<file path="src/rtl/fpu_fma_wb_buffer.sv">
// Writeback skid FIFO between the FMA result port and the register-file
// writeback stage. Holds {result, status, tag} entries in push order,
// accumulates sticky IEEE exception flags as entries retire, and supports
// a single-cycle flush that drops everything still buffered.
module fpu_fma_wb_buffer #(
    parameter int WIDTH     = 32,
    parameter int DEPTH     = 2,
    parameter int TAG_WIDTH = 5
) (
    input  logic                     clk_i,
    input  logic                     rst_ni,
    input  logic                     flush_i,
    input  logic [WIDTH-1:0]         fma_result_i,
    input  logic [4:0]               fma_status_i,
    input  logic [TAG_WIDTH-1:0]     fma_tag_i,
    input  logic                     fma_valid_i,
    output logic                     fma_ready_o,
    output logic                     wb_valid_o,
    input  logic                     wb_ready_i,
    output logic [WIDTH-1:0]         wb_result_o,
    output logic [4:0]               wb_status_o,
    output logic [TAG_WIDTH-1:0]     wb_tag_o,
    output logic [4:0]               fflags_o,
    input  logic                     fflags_clr_i,
    output logic [$clog2(DEPTH):0]   count_o,
    output logic                     busy_o
);
    localparam int PTR_W = $clog2(DEPTH);
    localparam int CNT_W = PTR_W + 1;

    logic [WIDTH-1:0]     res_mem_q [DEPTH];
    logic [4:0]           sts_mem_q [DEPTH];
    logic [TAG_WIDTH-1:0] tag_mem_q [DEPTH];

    logic [PTR_W-1:0] wptr_q, wptr_d;
    logic [PTR_W-1:0] rptr_q, rptr_d;
    logic [CNT_W-1:0] count_q, count_d;
    logic [4:0]       fflags_q, fflags_d;
    logic             rdy_en_q;
    logic             push, pop;

    // Ready is held low during reset and until the first edge after release;
    // otherwise it depends only on the registered occupancy.
    assign fma_ready_o = rdy_en_q && (count_q < CNT_W'(DEPTH));
    assign wb_valid_o  = (count_q != '0);
    assign busy_o      = wb_valid_o;
    assign count_o     = count_q;
    assign fflags_o    = fflags_q;

    assign push = fma_valid_i && fma_ready_o && !flush_i;
    assign pop  = wb_valid_o && wb_ready_i && !flush_i;

    // Head entry is presented only while valid so an empty buffer reads as zero.
    assign wb_result_o = wb_valid_o ? res_mem_q[rptr_q] : '0;
    assign wb_status_o = wb_valid_o ? sts_mem_q[rptr_q] : '0;
    assign wb_tag_o    = wb_valid_o ? tag_mem_q[rptr_q] : '0;

    // Next-state for pointers, occupancy and sticky flags.
    always_comb begin
        wptr_d   = wptr_q;
        rptr_d   = rptr_q;
        count_d  = count_q;
        fflags_d = fflags_q;

        if (push) wptr_d = (wptr_q == PTR_W'(DEPTH - 1)) ? '0 : wptr_q + 1'b1;
        if (pop)  rptr_d = (rptr_q == PTR_W'(DEPTH - 1)) ? '0 : rptr_q + 1'b1;

        case ({push, pop})
            2'b10:   count_d = count_q + 1'b1;
            2'b01:   count_d = count_q - 1'b1;
            default: count_d = count_q;
        endcase

        // Flush drops the occupancy and pointers; the flags already
        // accumulated belong to retired instructions and are kept.
        if (flush_i) begin
            wptr_d  = '0;
            rptr_d  = '0;
            count_d = '0;
        end

        // A clear that coincides with a retire leaves exactly that retire's flags.
        if (pop)               fflags_d = (fflags_clr_i ? 5'b0 : fflags_q) | sts_mem_q[rptr_q];
        else if (fflags_clr_i) fflags_d = 5'b0;
    end

    // Control state with asynchronous active-low reset.
    always_ff @(posedge clk_i or negedge rst_ni) begin
        if (!rst_ni) begin
            wptr_q   <= '0;
            rptr_q   <= '0;
            count_q  <= '0;
            fflags_q <= '0;
            rdy_en_q <= 1'b0;
        end else begin
            wptr_q   <= wptr_d;
            rptr_q   <= rptr_d;
            count_q  <= count_d;
            fflags_q <= fflags_d;
            rdy_en_q <= 1'b1;
        end
    end

    // Entry storage; contents are don't-care until occupied, so no reset.
    always_ff @(posedge clk_i) begin
        if (push) begin
            res_mem_q[wptr_q] <= fma_result_i;
            sts_mem_q[wptr_q] <= fma_status_i;
            tag_mem_q[wptr_q] <= fma_tag_i;
        end
    end

endmodule

</file>
<file path="config.mk">
export PLATFORM = sky130hd
export DESIGN_NAME = fpu_fma_wb_buffer
export DESIGN_NICKNAME = d
export VERILOG_FILES = /design/src/rtl/fpu_fma_wb_buffer.sv
export SDC_FILE = /design/constraint.sdc
export NUM_CORES = 1
export LEC_CHECK = 0
export ABC_CLOCK_PERIOD_IN_PS = 8100
export CAP_MARGIN = 20
export CORE_AREA = 3 3 101 103
export CTS_CLUSTER_SIZE = 40
export DETAILED_ROUTE_END_ITERATION = 8
export DIE_AREA = 0 0 104 106
export PLACE_DENSITY = 0.65
export SETUP_SLACK_MARGIN = 0.2
export SYNTH_ARGS = -nofsm -noshare
export SYNTH_HDL_FRONTEND = slang
export SYNTH_SLANG_ARGS = --single-unit
export TNS_END_PERCENT = 50
</file>
<file path="constraint.sdc">
create_clock -name clk_i -period 8.1 [get_ports clk_i]
set_input_delay 1.62 -clock clk_i [delete_from_list [all_inputs] [get_ports clk_i]]
set_output_delay 1.62 -clock clk_i [all_outputs]
set_load 0.01 [all_outputs]
</file>
==> results of run 1 <==
## cells in the final DEF (no fill, tap or decap), types with 2 or more instances in the layout
cell / instances
inv_1: 6
a31oi_1: 2
clkdlybuf4s50_1: 99
and2b_2: 2
mux2i_1: 42
o22ai_1: 5
clkinv_1: 2
nor2_1: 45
dfrtp_1: 9
edfxtp_1: 84
nand3b_1: 2
buf_4: 3
clkinv_4: 3
clkbuf_8: 9
## path summary, 6_finish.rpt
kind,endpoint,cells after the start,slack (ns)
worst max-delay path,wb_result_o[31],3,4.16
worst min-delay path,fflags_o[3],2,0.53
worst max register to register,res_mem_q[1][16],3,6.22
worst min register to register,fflags_o[3],2,0.53
max in group asynchronous,rptr_q,1,6.17
min in group asynchronous,count_o[1],1,1.59
## final cells by class
cell class              instances  area, sq um
repair buffers                102         1010
clock inverters                 7         50.0
fillers                       801         4370
well taps                     129          161
clock buffers                   9          124
multi-input cells             110          767
inverters                       6         22.5
flip-flops and latches         94         2770
## cell usage after synthesis
master     count
o22ai_1        5
nor2_1        45
nor3_1         1
dfrtp_1       10
xor2_1         1
mux2i_1       42
and3b_2        1
and2b_2        2
nand3_1        1
inv_1          6
nor2_2         1
o21ai_2        1
a2bb2oi_1      1
buf_6          3
xnor2_1        1
or2_4          1
o21ai_1        1
a31oi_1        2
buf_4          7
edfxtp_1      84
conb_1         1
nor3b_1        1
nand3b_1       2
## sequential cells by signal (all words and copies together) (netlist names)
register   count
rdy_en_q       1
res_mem_q     64
wptr_q         1
rptr_q         1
fflags_o       5
sts_mem_q     10
tag_mem_q     10
count_o        2
## per-stage QoR
| stage | power (mW) | util, % | hold WS [ns] |
|---|---|---|---|
| final | 0.920 | 52.9 | 0.534 |
| after CTS | 0.935 | 52.9 | 0.533 |
| after global placement | 0.662 | 51.0 | 0.515 |
| after global routing | 0.966 | 52.9 | 0.550 |
| after detailed placement | 0.665 | 51.0 | 0.519 |
| after floorplan | 0.605 | - | 0.508 |
## critical path: stages (launching register included)
cell	delay, ns
dfrtp_1	0.49
nor2_4	0.79
nor2_1	0.15
clkdlybuf4s50_1	0.53
## where the power goes
group / switching (mW) / total, mW / internal (mW)
combinational: 0.0478 / 0.107 / 0.0593
clock: 0.156 / 0.268 / 0.112
sequential: 0.00423 / 0.545 / 0.541
total: 0.208 / 0.920 / 0.712
## kinds of logic after synthesis
family                    Yosys count
DFF                                94
buffers and inverters              16
and+or+nand+nor                    55
AOI/OAI and AO/OA                  10
other                               1
xor gates and xnor gates            2
muxes                              42
## layer usage
metal | up-vias | global-route usage (%)
met5 | - | 0
met4 | 0 | 3.42
met3 | 4 | 4.43
met2 | 72 | 21.5
met1 | 1035 | 14.3
li1 | 1008 | -
==> impl_metrics.toml, run 1 <==
[yosys]
synth-adder-area-share_pct = 0
synth_top_cell_by_area = "edfxtp_1"
synthesis.area_sq_um = 3630
yosys.area_share.simple_pct = 6.71
synth_cell_type_count = 23
ys_top_cells_by_area = "edfxtp_1, mux2i_1, dfrtp_1"
yosysWarnings = 0
seq_area_frac_synth_pct = 76.3
syn-num-nets = 268
synth_top_family_by_area = "multiplexers"
yosysTopAreaCellShare_pct = 69.4
avgSynthCellArea_sq_um = 16.5
ys_seq_elements = 94
synthMuxAreaShare_pct = 11.6
syn_inst = 220
synth_xor_xnor_area_share_pct = 0.482
synth_compound_area_share_pct = 1.83

[grt]
overflow = 0
antenna_found_initial = 0
grt_pass1_vias = 2131
grt_pass1_wl_um = 10700
grt_use_total_pct = 12.3
grt_max_degree = 45

[timing]
worst_slack_ns = 4.16
final_hold_viol_count = 0
finalWorstPathRequiredPeriod_ns = 3.94
finalCritPeriodShare_pct = 48.6
worst_pin_slew_ns = 0.996
slew_viol_final = 0
skew_ns = 0.00718
finalSetupViolations = 0
fmax_mhz = 254
rsz0062_at_grt = "no"
maxSlewHeadroom_pct = 33.5
tns_ns = 0

[hold_path]
hold_start = "fflags_o[3]"
min_path_type = "register to register"

[die]
die-area_sq_um = 11000
start_util_pct = 39.1
core_area_sq_um = 9280
die_w_um = 104
die_h_um = 106
placementRows = 35
pin_count = 100

[routing]
dr.pass1.iters = 4
wl_per_cell_um = 14.6
drt_iter0_markers = 39
highest_layer = "met4"
met2_length_um = 3480
met3_length_um = 385
ant_nets = 0
vias = 2119
drt_wl_total_um = 6680
drcViolationCount = 0
wl_met1_um = 2770
routed_via_density = 4.64

[cells_and_area]
final_cell_area_sq_um = 4910
nets = 371
antennaDiodeCount = 0
drive_gt1_share_pct = 7.93
synthToLayoutAreaGrowth_pct = 35.2
stdcell_count = 457

[setup_path]
cp.arrival_ns = 2.32
crit_start = "count_o[1]"
crit_fanout = 44
regToRegStartpoint = "count_o[1]"
crit_path_end_kind = "output pin"
path_class = "register to output pin"
cp-start-kind = "register"
worstPathRequired_ns = 6.48

[clocking]
cts_tree = "done"
cts_made_buffers = 9
root_buffer = "clkbuf_8"
cts_hold_repair.buffers = 0
clock_path_buffers = 2
cts_num_sinks = 94
cts.clk_slew.worst_paths_ns = 0.09
cts_resized = 0
post-cts-setup-buffers = 0
insertion_delay_ns = 0.34
htreeDepth = 3

[run]
max-cap-violations = 0

[outcome]
status = "finished clean"

[placed_design]
pre_cts_slack_ns = 4.42
dp_hpwl_um = 4230
place_area_sq_um = 4740
dpl.cell_count = 441
gp_congestion = 0.754
numPortBuffers = 99

[power]
pwr_density_cell_nw_per_um2 = 187
p_leak_nw = 1.60
peakVddDrop_v = 0.0000969
No activity file was read; power rests on OpenSTA's default activity.
==> run 2: changes to the inputs <==
Settings changed: ABC_CLOCK_PERIOD_IN_PS 8100 to 3800.
Clock period 8.1 ns to 3.8 ns, I/O delays scaled along.
==> impl_metrics.toml, run 2 (synthesis gave the netlist of run 1 again) <==
[placed_design]
gp_congestion = 0.695
place_area_sq_um = 4760
pre_cts_slack_ns = 1.03
dpl.cell_count = 443
numPortBuffers = 99
dp_hpwl_um = 4430

[timing]
finalCritPeriodShare_pct = 82.1
worst_pin_slew_ns = 0.795
worst_slack_ns = 0.681
fmax_mhz = 321
skew_ns = 0.0110
finalSetupViolations = 0
final_hold_viol_count = 0
rsz0062_at_grt = "no"
maxSlewHeadroom_pct = 46.9
slew_viol_final = 0
finalWorstPathRequiredPeriod_ns = 3.12

[cells_and_area]
fillerInstances = 819
final_common_cell = "clkdlybuf4s50_1"
largest_reg_flops = 64
mostFrequentLayoutCells = "clkdlybuf4s50_1, edfxtp_1, nor2_1, mux2i_1"
register_area_sq_um = 2770
postLayoutCoreUtil_pct = 53.6
synthToLayoutAreaGrowth_pct = 37.1
multi_input_area_sq_um = 773
nets = 373
stdcell_count = 459
final_cell_area_sq_um = 4980
antennaDiodeCount = 0
drive_gt1_share_pct = 9.09
top_register = "res_mem_q"
reg.largest.list = "res_mem_q x64, sts_mem_q x10, tag_mem_q x10"

[setup_path]
path_class = "register to output pin"
cp.arrival_ns = 2.36
regToRegStartpoint = "count_o[1]"
worstPathRequired_ns = 3.04
crit_path_max_incr_delay_ns = 0.65
cp-start-kind = "register"
worstReg2RegEnd = "res_mem_q[1][27]"
crit_slowest_cell = "nor2_4"
crit_start = "count_o[1]"
ff2ff_path_depth = 3
critical_path.endpoint = "wb_result_o[20]"
crit_fanout = 34
reg2reg_slack_ns = 1.87
crit_path_end_kind = "output pin"
crit_chain = "nor2_4 > buf_4 > nor2_1 > clkdlybuf4s50_1"

[die]
core_area_sq_um = 9280
start_util_pct = 39.1
placementRows = 35
die_h_um = 106
die_w_um = 104
pin_count = 100
die-area_sq_um = 11000

[grt]
grt_use_met3_pct = 3.46
grt_pass1_vias = 2189
overflow = 0
globalRouteMet2Util_pct = 22.1
grt_busiest_layer = "met2"
grt_util_met1_pct = 14.4
antenna_found_initial = 0
grt_pass1_wl_um = 10800
grt_max_degree = 43
grt_use_total_pct = 12.5

[clocking]
cts_resized = 0
insertion_delay_ns = 0.35
cts_tree = "done"
htreeDepth = 3
clock_path_buffers = 2
cts_hold_repair.buffers = 0
cts_made_buffers = 9
post-cts-setup-buffers = 0
root_buffer = "clkbuf_8"
cts_num_sinks = 94
cts.clk_slew.worst_paths_ns = 0.09

[routing]
drcViolationCount = 0
ant_nets = 0
wl_per_cell_um = 14.8
drt_iter0_markers = 71
vias = 2119
routed_via_density = 4.62
dr.pass1.iters = 4
drt_wl_total_um = 6780

[outcome]
status = "finished clean"

[power]
p_leak_nw = 1.65
pwr_density_cell_nw_per_um2 = 424
peakVddDrop_v = 0.000212

[run]
max-cap-violations = 0

[hold_path]
min_path_type = "register to register"
==> run 2: how the worst min path moves through the flow <==
stage	start	to	slack (ns)	cells past startpoint
5_1_grt	fflags_o[3]	fflags_o[3]	0.56	2
6_report	fflags_o[3]	fflags_o[3]	0.53	2
2_1_floorplan	rst_ni	count_o[0]	0.46	0
4_1_cts	fflags_o[0]	fflags_o[0]	0.53	2
3_3_place_gp	fflags_o[4]	fflags_o[4]	0.51	2
3_5_place_dp	fflags_o[0]	fflags_o[0]	0.52	2
==> run 2: critical path: cells and delay by family, from the launching register on <==
kind | cells | cell delay (ns)
AND/OR/NAND/NOR | 2 | 0.72
flip-flops | 1 | 0.50
buffers and inverters | 2 | 0.79
==> run 2: per-layer routing <==
metal	routed length (um)	vias up
met1	2790	1026
li1	-	1015
met2	3540	71
met4	56	0
met3	392	7
met5	0	-
==> run 2: area by class of cell <==
class / instances / share of cell area, %
Multi-Input combinational cell: 110 / 15.5
Sequential cell: 94 / 55.7
Inverter: 6 / 0.452
Clock inverter: 7 / 1.93
Timing Repair Buffer: 104 / 20.7
Tap cell: 129 / 3.24
Clock buffer: 9 / 2.49
==> run 2: power breakdown <==
part           leakage [nW]  internal, mW  switching, mW
clock network         0.114         0.374          0.346
registers             0.896          1.15        0.00928
logic                 0.637         0.128          0.102
total                  1.65          1.65          0.457
==> run 2: per-stage QoR <==
| stage | TNS, ns | hold slack [ns] | power (mW) |
|---|---|---|---|
| after global routing | 0 | 0.558 | 2.20 |
| final | 0 | 0.533 | 2.11 |
| after global placement | 0 | 0.514 | 1.41 |
| after detailed placement | 0 | 0.520 | 1.42 |
| after floorplan | -19.52 | 0.464 | 1.29 |
| after CTS | 0 | 0.534 | 2.14 |
==> run 3: changes to the inputs <==
Settings changed: ABC_CLOCK_PERIOD_IN_PS 3800 to 2700, PLACE_DENSITY 0.65 to 0.67.
Clock period 3.8 ns to 2.7 ns, I/O delays scaled along.
==> impl_metrics.toml, run 3 (synthesis gave the netlist of run 1 again) <==
[cells_and_area]
synthToLayoutAreaGrowth_pct = 37.2
reg.largest.list = "res_mem_q x64, sts_mem_q x10, tag_mem_q x10"
stdcell_count = 459
mostFrequentLayoutCells = "clkdlybuf4s50_1, edfxtp_1, nor2_1, mux2i_1"
largest_reg_flops = 64
antennaDiodeCount = 0
fillerInstances = 822
final_common_cell = "clkdlybuf4s50_1"
postLayoutCoreUtil_pct = 53.7
nets = 373
top_register = "res_mem_q"
drive_gt1_share_pct = 8.48

[setup_path]
crit_path_end_kind = "output pin"
cp.arrival_ns = 1.85
crit_chain = "nor2_4 > buf_12 > nor2_1 > clkdlybuf4s50_1"
crit_fanout = 44
crit_path_max_incr_delay_ns = 0.56
path_class = "register to output pin"
crit_slowest_cell = "clkdlybuf4s50_1"
critical_path_buf_inv_count = 2
cp-start-kind = "register"
path_delay_family = "buffers and inverters"
worstPathRequired_ns = 2.16

[outcome]
status = "finished clean"

[die]
start_util_pct = 39.1
placementRows = 35
die_h_um = 106
core_area_sq_um = 9280
pin_count = 100
die-area_sq_um = 11000
die_w_um = 104

[clocking]
cts_tree = "done"
htreeDepth = 3
post-cts-setup-buffers = 0
cts_hold_repair.buffers = 0
cts.clk_slew.worst_paths_ns = 0.09
cts_made_buffers = 9
root_buffer = "clkbuf_8"
clock_path_buffers = 2
insertion_delay_ns = 0.35
cts_num_sinks = 94

[routing]
routed_via_density = 4.54
dr.pass1.iters = 4
drt_iter0_markers = 64
drt_wl_total_um = 6750
drcViolationCount = 0
ant_nets = 0
wl_per_cell_um = 14.7
vias = 2083

[placed_design]
gp_congestion = 0.739
pre_cts_slack_ns = 0.498
numPortBuffers = 99
dpl.cell_count = 443
dp_hpwl_um = 4410

[grt]
overflow = 0
grt_pass1_vias = 2207
antenna_found_initial = 0
grt_use_total_pct = 12.5
grt_max_degree = 45
grt_pass1_wl_um = 10800

[timing]
slew_viol_final = 0
finalWorstPathRequiredPeriod_ns = 2.39
final_hold_viol_count = 0
holdWs_ns = 0.516
finalSetupViolations = 0
skew_ns = 0.00617
worst_slack_ns = 0.306
fmax_mhz = 418
rsz0062_at_grt = "no"
finalCritPeriodShare_pct = 88.7

[run]
max-cap-violations = 0

[power]
peakVddDrop_v = 0.000229
finalPower_mw = 2.78
pwr_density_cell_nw_per_um2 = 559
p_leak_nw = 1.63

[hold_path]
min_path_type = "input port to asynchronous set/reset pin"
[run 3: cell types whose count changed in the layout (fill, tap and decap cells not counted), sizes merged]
cell,previous run,this run
bufinv,2,0
inv,8,7
clkinv,3,5
clkinvlp,0,1
[run 3: power breakdown]
part,internal [mW],switching (mW)
Sequential,1.62,0.0145
Clock,0.337,0.480
Combinational,0.187,0.145
Total,2.15,0.640
[run 3: repair_timing]
item,CTS,global route
endpoints found under the hold margin,0,0
resized for setup,0,2
setup endpoints to repair,0,22
[run 3: path summary, 6_finish.rpt]
check,cells after the start,from,end,slack [ns]
min,1,rst_ni,fflags_o[0],0.52
max in group asynchronous,1,rst_ni,rptr_q,1.84
min reg2reg,2,fflags_o[4],fflags_o[4],0.53
min in group clk_i,2,fflags_o[4],fflags_o[4],0.53
max reg2reg,3,count_o[1],res_mem_q[1][17],0.99
max,4,count_o[0],wb_tag_o[4],0.31
[run 3: per-layer routing]
metal,global-route usage [%],part of all wire [%],up-vias
met2,20.8,49,71
met1,15.3,43,988
met4,4.65,0.86,0
li1,-,-,1017
met5,0,0,-
met3,4.13,6.9,7
[run 3: layout make-up]
cell class                 instances  area, sq um  share of cell area [%]
inverter                           6         22.5                   0.452
tap                              129          161                    3.24
clock inverter                     7         50.0                    1.00
sequential                        94         2770                    55.6
multi-input combinational        110          779                    15.6
timing repair buffer             104         1070                    21.5
clock buffer                       9          124                    2.48
[run 3: metrics by stage]
stage          TNS, ns  instance area, sq um
5_1_grt              0                  4980
3_5_place_dp         0                  4800
4_1_cts              0                  4980
2_1_floorplan    -6.39                  3650
6_report             0                  4980
3_3_place_gp         0                  4800
==> edit 1: new RTL, flow settings as in run 3 <==
`DEPTH`: 2 -> 8.
--- a/src/rtl/fpu_fma_wb_buffer.sv
+++ b/src/rtl/fpu_fma_wb_buffer.sv
@@ -4,7 +4,7 @@
 // a single-cycle flush that drops everything still buffered.
 module fpu_fma_wb_buffer #(
     parameter int WIDTH     = 32,
-    parameter int DEPTH     = 2,
+    parameter int DEPTH     = 8,
     parameter int TAG_WIDTH = 5
 ) (
     input  logic                     clk_i,
Interface: changed (resized count_o); port bits go from 100 to 102. No check against the original RTL was run, so the function may have changed too.
==> edit 1 against run 3 <==
  * The run now fails in global placement without I/O
  * Synthesized cell count grew to 2.9 times the old value
  * Area after synthesis grew to 3.8 times the old value
==> edit 1: results (changes against run 3) <==
Mean Syn Cell Area 21.5 sq um (+30%); Synth Net Count 691 (+160%); Post-synth top flop edfxtp_1; stopping stage global placement without I/O; Synth cell types 42 (+83%); top cells by area, synth edfxtp_1 (74%), mux4_2 (14%), mux2i_1 (3.3%); Synth Register Bits 352 (+270%); Run Error [ERROR GPL-0301] Utilization 154.157 % exceeds 100%.; Seq/Total Area, Yosys 76.5% (+0.15 points); outcome did not finish; Async SR Flop Fraction 4.55% (-6.1 points); most frequent cells after synthesis edfxtp_1 (336), mux4_2 (84), nor2_1 (58); Yosys Warn Count 0 (unchanged); EDFF count, synth 336 (+300%)
[edit 1: logic make-up after synthesis]
logic type	after synthesis	share of synthesized area (%)
compound gates	21	1.29
mux	129	17.1
buf+inv	41	1.71
simple gates	84	2.72
other cells	1	0.0273
fa+ha+maj	6	0.547
xor+xnor	3	0.192
flops	352	76.5
==> edit 2: new RTL, config.mk and constraints of run 3 <==
Without the edit above. Make the reset (`rst_ni`) synchronous in one clocked block. Comments in the files are not updated.
--- a/src/rtl/fpu_fma_wb_buffer.sv
+++ b/src/rtl/fpu_fma_wb_buffer.sv
@@ -85,7 +85,7 @@
     end
 
     // Control state with asynchronous active-low reset.
-    always_ff @(posedge clk_i or negedge rst_ni) begin
+    always_ff @(posedge clk_i) begin
         if (!rst_ni) begin
             wptr_q   <= '0;
             rptr_q   <= '0;
Formal check against the unedited RTL: differs if rst_ni is asserted again (counterexample within 4 cycles, from zero or initial values and one cycle with rst_ni low); with rst_ni held inactive, the same outputs for 10 cycles.
==> edit 2 against run 3 <==
  * Total power fell by 1.3%
  * Routed wire length rose by 1.4%
  * Maximum frequency rose by 2.9%
  * Cell area rose by 1.1%
  * Worst hold slack barely moved
  * Combinational power fell by 49%
  * Cell count rose by 2.4%
  * Worst setup slack improved by 66 ps
  * Area after synthesis barely moved
  * Critical path depth did not move
  * Sequential cell count rose by 1
==> edit 2: results (changes against run 3) <==
Post-CTS Setup Bufs 1 (+1); pin count of the biggest net entering global routing 29 (-36%); GRT met3 Usage 3.22% (-0.91 points); Synth Net Count 277 (+3.4%); first-pass GRT wire length 11000 um (+1.7%); Comb power 0.169 mW (-49%); pre-CTS setup slack 425 ps (-73.7 ps); most frequent cells after synthesis edfxtp_1 (84), nor2_1 (49), mux2i_1 (42); Min-Delay Path Class reg2reg; outcome finished clean; initial drt markers 84 (+31%); reg-to-reg critical path endpoint count_o[1]$_SDFFE_PP0P_; met1 wire length 2830 um (-2.0%); top cells by area, synth edfxtp_1 (69%), mux2i_1 (12%), dfxtp_1 (6.1%); hold depth 2; Final Skew 11.0 ps (+4.85 ps); share of layout cells above drive strength 1 7.92% (-0.57 points); Async SR Flop Fraction 0% (-11 points); WL met3 377 um (-19%); GRT Util Overall 12.8% (+0.25 points); gpl congestion 0.709 (-4.1%); Final nets 385 (+3.2%); Seq/Total Area, Yosys 75.5% (-0.80 points); Synth cell types 21 (-8.7%); HPWL after DPL 4610 um (+4.6%); reg-to-reg startpoint count_o[1]$_SDFFE_PP0P_; Seq group 1.63 mW; routed wire length per instance 14.6 um (-0.94%); vias in the first global route 2262 (+2.5%); FF-to-FF setup slack 820 ps (-170 ps); worst vdd ir 0.263 mV (+15%); Worst EP arrival 1790 ps (-60 ps); Met2 Wirelength 3540 um (+6.0%); Via Count 2121 (+1.8%); M2 GR Usage 22.1% (+1.4 points); Yosys top cell area share 69.4% (about the same); switching pwr 0.521 mW (-19%)
==> edit 2: changes by cell type in the layout (fill, tap and decap cells not counted), sizes merged, moves of 3 or more <==
cell    delta
dfxtp     +11
dfrtp     -10
and2       +6
clkbuf     +6
o22ai      -5
o32ai      +5
buf        +4
clkinv     -4
nor2       +3
==> edit 2: kinds of logic (layout without fill, tap and decap cells) <==
family,count (synthesis),after routing,synth area share [%]
DFF,95,95,75.5
buffers and inverters,19,132,3.10
AOI/OAI and AO/OA,8,8,1.62
adders and majority gates,1,1,0.344
xor gates and xnor gates,4,4,0.965
muxes,42,42,11.6
and+or+nand+nor,59,59,6.89
==> edit 2: final cells by class <==
cell class                      instances  area, sq um
Timing Repair Buffer                  108         1100
Sequential cell                        95         2740
Multi-Input combinational cell        114          793
Clock buffer                           15          210
Fill cell                             778         4240
Tap cell                              129          161
Clock inverter                          1         5.00
Inverter                                8         30.0
==> edit 2: worst max path at each step <==
stage	endpoint	depth (start not counted)	slack [ps]	start
after floorplan	res_mem_q[1][0]$_DFFE_PP_	3	240	flush_i
after global placement	count_o[1]$_SDFFE_PP0P_	6	450	flush_i
after detailed placement	count_o[1]$_SDFFE_PP0P_	6	420	flush_i
after CTS	wb_result_o[15]	4	330	count_o[0]$_SDFFE_PP0P_
after global routing	wb_result_o[2]	4	210	count_o[1]$_SDFFE_PP0P_
final	wb_tag_o[2]	4	370	count_o[1]$_SDFFE_PP0P_
==> edit 2: per-stage QoR <==
stage	util (%)	cells	instance area, sq um	hold WS, ps	total power [mW]
floorplan	-	228	3640	472	1.71
global placement	51.9	453	4820	502	1.83
detailed placement	51.9	453	4820	499	1.83
CTS	54.3	470	5040	518	2.79
global route	54.3	470	5040	583	2.87
finish	54.3	470	5040	516	2.75
